### src/rtl/pulse_checker_sat_counter.sv
// Saturating up-counter with synchronous clear and a restart-at-one load,
// used for the high, low and timeout counters of the pulse checker.
module sat_counter #(
  parameter int unsigned W = 4
) (
  input  logic         clk,
  input  logic         reset,
  input  logic         clr,
  input  logic         start,
  input  logic         en,
  output logic [W-1:0] cnt
);

  // start loads 1 because the sample that opens a phase is already its first cycle
  always_ff @(posedge clk) begin
    if (reset || clr) begin
      cnt <= '0;
    end else if (start) begin
      cnt <= W'(1);
    end else if (en && (cnt != {W{1'b1}})) begin
      cnt <= cnt + W'(1);
    end
  end

endmodule

### config.mk
export PLATFORM = sky130hd
export DESIGN_NAME = sat_counter
export DESIGN_NICKNAME = d
export VERILOG_FILES = /design/src/rtl/pulse_checker_sat_counter.sv
export SDC_FILE = /design/constraint.sdc
export NUM_CORES = 1
export LEC_CHECK = 0
export BUFFER_PORTS_ARGS = -buffer_cell sky130_fd_sc_hd__buf_2
export CAP_MARGIN = 20
export CORE_AREA = 2 2 39 41
export CTS_BUF_LIST = sky130_fd_sc_hd__clkbuf_8 sky130_fd_sc_hd__clkbuf_16
export DETAILED_ROUTE_END_ITERATION = 8
export DIE_AREA = 0 0 41 43
export PLACE_DENSITY_LB_ADDON = 0.15
export RECOVER_POWER = 100
export SLEW_MARGIN = 5
export SYNTH_ARGS = -nofsm -noshare
export SYNTH_HDL_FRONTEND = slang
export SYNTH_SLANG_ARGS = --single-unit
### constraint.sdc
create_clock -name clk -period 3.45 [get_ports clk]
set_clock_uncertainty 0.05 [all_clocks]
set_input_delay 0.8625 -clock clk [delete_from_list [all_inputs] [get_ports clk]]
set_output_delay 0.8625 -clock clk [all_outputs]
set_load 0.01 [all_outputs]
; ---- After elaboration in Yosys (flattened, before gate mapping)
; Index checks and enable logic that the tools add are counted.
[op_classes]
n_reduce_logical = 4
n_mux = 2
eq_ne = 1
add_sub_neg = 1
[ops]
columns = op, n
row1 = "4-bit by 1-bit adder with 4-bit output, second input constant", 1
row2 = "4-bit != test, second input constant", 1
row3 = 1-bit 2-to-1 mux, 2
row4 = 2-bit nonzero test, 1
row5 = 2-bit OR reduction, 1
row6 = 1-bit logical AND, 1
row7 = 1-bit logical OR, 1
[word_totals]
in_bits = 5
wordCells = 10
ff_bits = 4
output_inout_bits = 4

; ---- Longest topological paths before layout
[depth]
word_depth = 4
ltp_mapped = 4
ltp_nobuf = 4

; ---- Worst setup path before layout
; OpenSTA, ideal clock, no wires.
[synth_path]
kind = input -> register
start = in en
end = reg cnt[0]
setup_ns = 0.091
path_stages = 3
slack_ns = 1.868
t_arrival_ns = 1.441
n_path_buf = 0
cell_sequence = inv_1 -> or3_1 -> a311oi_1
[synth_between]
elab_chain_cells = 2
[synth_rtl]
columns = element, line
row1 = start: declaration, 10  ; input logic en,
row2 = 1-bit logical AND, 20  ; end else if (en && (cnt != {W{1'b1}})) begin
row3 = 2-bit nonzero test (no source line), -
row4 = end signal: assignment, 21  ; cnt <= cnt + W'(1);
row5 = end: declaration, 11  ; output logic [W-1:0] cnt
; No other way between the ends.
; A chain may end at the register's enable or synchronous reset.

; ---- Final worst setup path
[layout_path]
start = reg cnt[0]
end = out cnt[0]
; No word-level cell between the ends.

==> flow_summary.toml <==
[timing]
finalSetupTns_ns = 0
achievable-frequency_mhz = 597
timing.final.max_slew_violations = 0
count_of_endpoints_failing_setup_in_the_final_report = 0
finalWorstPathRequiredPeriod_ns = 1.68
grt_setup_unrepaired = "false"
worst_pin_slew_ns = 0.183
finalHoldViolCount = 0
max-slew-margin-rel_pct = 87.6
fin_crit_sh_pct = 48.6

[critical_path]
worstRegToRegCells = 4
critical_path.endpoint_type = "output pin"
destination_of_the_worst_register_to_register_timing_path = "cnt[0]"
cp_cell_sequence = "clkbuf_1"
critical_path_class = "reg2out"
cp_top_family = "flip-flops"
worstPathBufferInverterCount = 1
crit_fanout = 5
rr_startpoint = "cnt[0]"
critical_path.slowest_cell = "dfxtp_1"
critical_path_required_ns = 2.54
timing.critical_path.slowest_cell_delay_ns = 0.37
cp_data_arrival_time_ns = 0.76
critPathLaunchType = "flip-flop"
regToRegSetupSlack_ns = 2.00

[final_layout]
largestRegisters = "cnt: 4 flops"
final.fill_count = 161
number_of_nets_at_the_end_of_the_flow = 41
flow.area_growth_from_synthesis_pct = 47.8
flip_flop_count_of_the_largest_register_all_copies_and_words_added = 4
top_register = "cnt"
layout.core_utilization_pct = 21.2
layout-drive-gt1-share_pct = 27.3
antenna_cells_inserted = 0

[route]
wire_per_inst_um = 9.06
total_vias_in_the_final_route = 211
postRouteWirelength_um = 444
drtAntennaViolNets = 0
drt_first_pass_iters = 4
detail_route.vias_per_cell = 4.31
drc = 0
detailedRoute.firstIterationViolations = 11

[yosys]
ys_top_cells_by_area = "dfxtp_1, a21oi_1, o21ai_0, ha_1, or3_1"
synth.largest_area_cell = "dfxtp_1"
ys_ff_latch = 4
synthCells = 22
synth.avg_cell_area_um2 = 9.04
synth_top_flop_cell = "dfxtp_1"
syn-num-nets = 28
yosys_warnings = 0
async_flop_share_pct = 0
synth_cell_type_count = 13
leading_cell_type_by_number_of_instances_after_synthesis = "dfxtp_1"
post-synth-top-area-fraction_pct = 40.3
synth.yosys.seq_area_share_pct = 40.3
post_synth_edffs = 0
synth.cell_area_um2 = 199
synth_common_cells = "dfxtp_1, a21oi_1, o21ai_0"

[power_and_ir_drop]
share_comb_of_total_power_pct = 4.9
power.internal_w = 0.000125
power-per-cell-area_mw_per_mm2 = 513
switchingPower_w = 0.0000260
switching_share_pct = 17.2
power.leakage_nw = 0.114
power_frac_clock_pct = 63.1
peakVddDrop_uv = 167
sequentialPowerShare_pct = 32.0

[min_path]
worst_hold_path.endpoint = "cnt[3]"
min-delay-start = "cnt[3]"
hold_class = "reg2reg"
min_path_cells = 2

[grt]
groute.layer.met3.usage_pct = 4.71
grt_overflow_total = 0
global_route_wire_length_before_repair_um = 627
grt_pass1_vias = 164
number_of_antenna_violations_at_the_first_check_in_global_routing = 0
use_met2_pct = 6.25
globalRoute.busiestLayer = "met1"
grt_start_max_net_pins = 6
gr-usage-met1_pct = 6.75
globalRouteTotalUtil_pct = 5.92

[die]
design.portCount = 9
floorplan.die.width_um = 41
dieHeight_um = 43
placement_rows = 14
fp.dieArea_mm2 = 0.00176
core_area_mm2 = 0.00138
initial_utilization_pct = 14.4

[clocking]
numClockSinks = 4
cts_setup_buffers = 0
clock_tree.root_cell = "clkbuf_8"
worst_skew_pair.late_latency_ns = 0.21
cts.path.max_buffers = 2
post_cts_hold_buffer_count = 0
cts_resized = 0
cts_tree = "yes"
tritoncts.num_buffers = 3
cts.htree.levels = 1
worst_setup_hold_path_clk_slew_ns = 0.03

[flow_run]
max_cap_viol_count = 0

[placed_design]
port_buffers = 8
globalplace.congestion = 0.591

[outcome]
run_status = "finished clean"
## through the flow
stage | power [W] | hold slack, ns | std cells | cell area (µm²) | setup WS [ns]
after floorplan | 0.0000520 | 0.473 | 22 | 199 | 1.87
after global placement | 0.0000563 | 0.449 | 46 | 259 | 1.68
after detailed placement | 0.0000565 | 0.455 | 46 | 259 | 1.68
after CTS | 0.000156 | 0.468 | 49 | 300 | 1.79
after global routing | 0.000157 | 0.513 | 49 | 294 | 1.74
final | 0.000151 | 0.472 | 49 | 294 | 1.77
## routing by layer
metal	vias up	part of all wire, %
met5	-	0
met4	0	0.90
met3	2	13
met2	10	39
met1	92	47
li1	107	-
## cells by family after synthesis
| logic type | after synthesis | synth area share (%) |
|---|---|---|
| fa+ha+maj | 1 | 6.29 |
| buf+inv | 2 | 3.77 |
| compound gates | 7 | 19.5 |
| simple gates | 8 | 30.2 |
| flops | 4 | 40.3 |
## final cells by class
type                    instances  area (µm²)  share of cell area [%]
multi-input cells              16         111                    37.9
flip-flops and latches          4        80.1                    27.2
clock buffers                   3        41.3                    14.0
repair buffers                  8        33.8                    11.5
well taps                      16        20.0                    6.81
inverters                       2        7.51                    2.55
## layout by cell type (no fill, tap or decap), types with 2 or more instances in the layout
cell type and n:
inv_1 2, dfxtp_1 4, or3_1 2, buf_2 3
clkbuf_1 5, clkbuf_8 3, o21ai_0 3, a21oi_1 3
## worst max-delay path by stage
stage | from | to | cells after the start
floorplan | en | cnt[0] | 3
global placement | en | cnt[0] | 4
detailed placement | en | cnt[0] | 4
CTS | cnt[0] | cnt[0] | 1
global route | cnt[2] | cnt[2] | 1
finish | cnt[0] | cnt[0] | 1
## power by group through the flow
stage          clock [W]  combinational, W  sequential, W
2_1_floorplan          0        0.00000287      0.0000491
3_3_place_gp           0        0.00000749      0.0000489
3_5_place_dp           0        0.00000767      0.0000488
4_1_cts        0.0000995        0.00000778      0.0000482
5_1_grt         0.000100        0.00000795      0.0000484
6_report       0.0000952        0.00000735      0.0000483
Power figures use the tool's default switching activity.
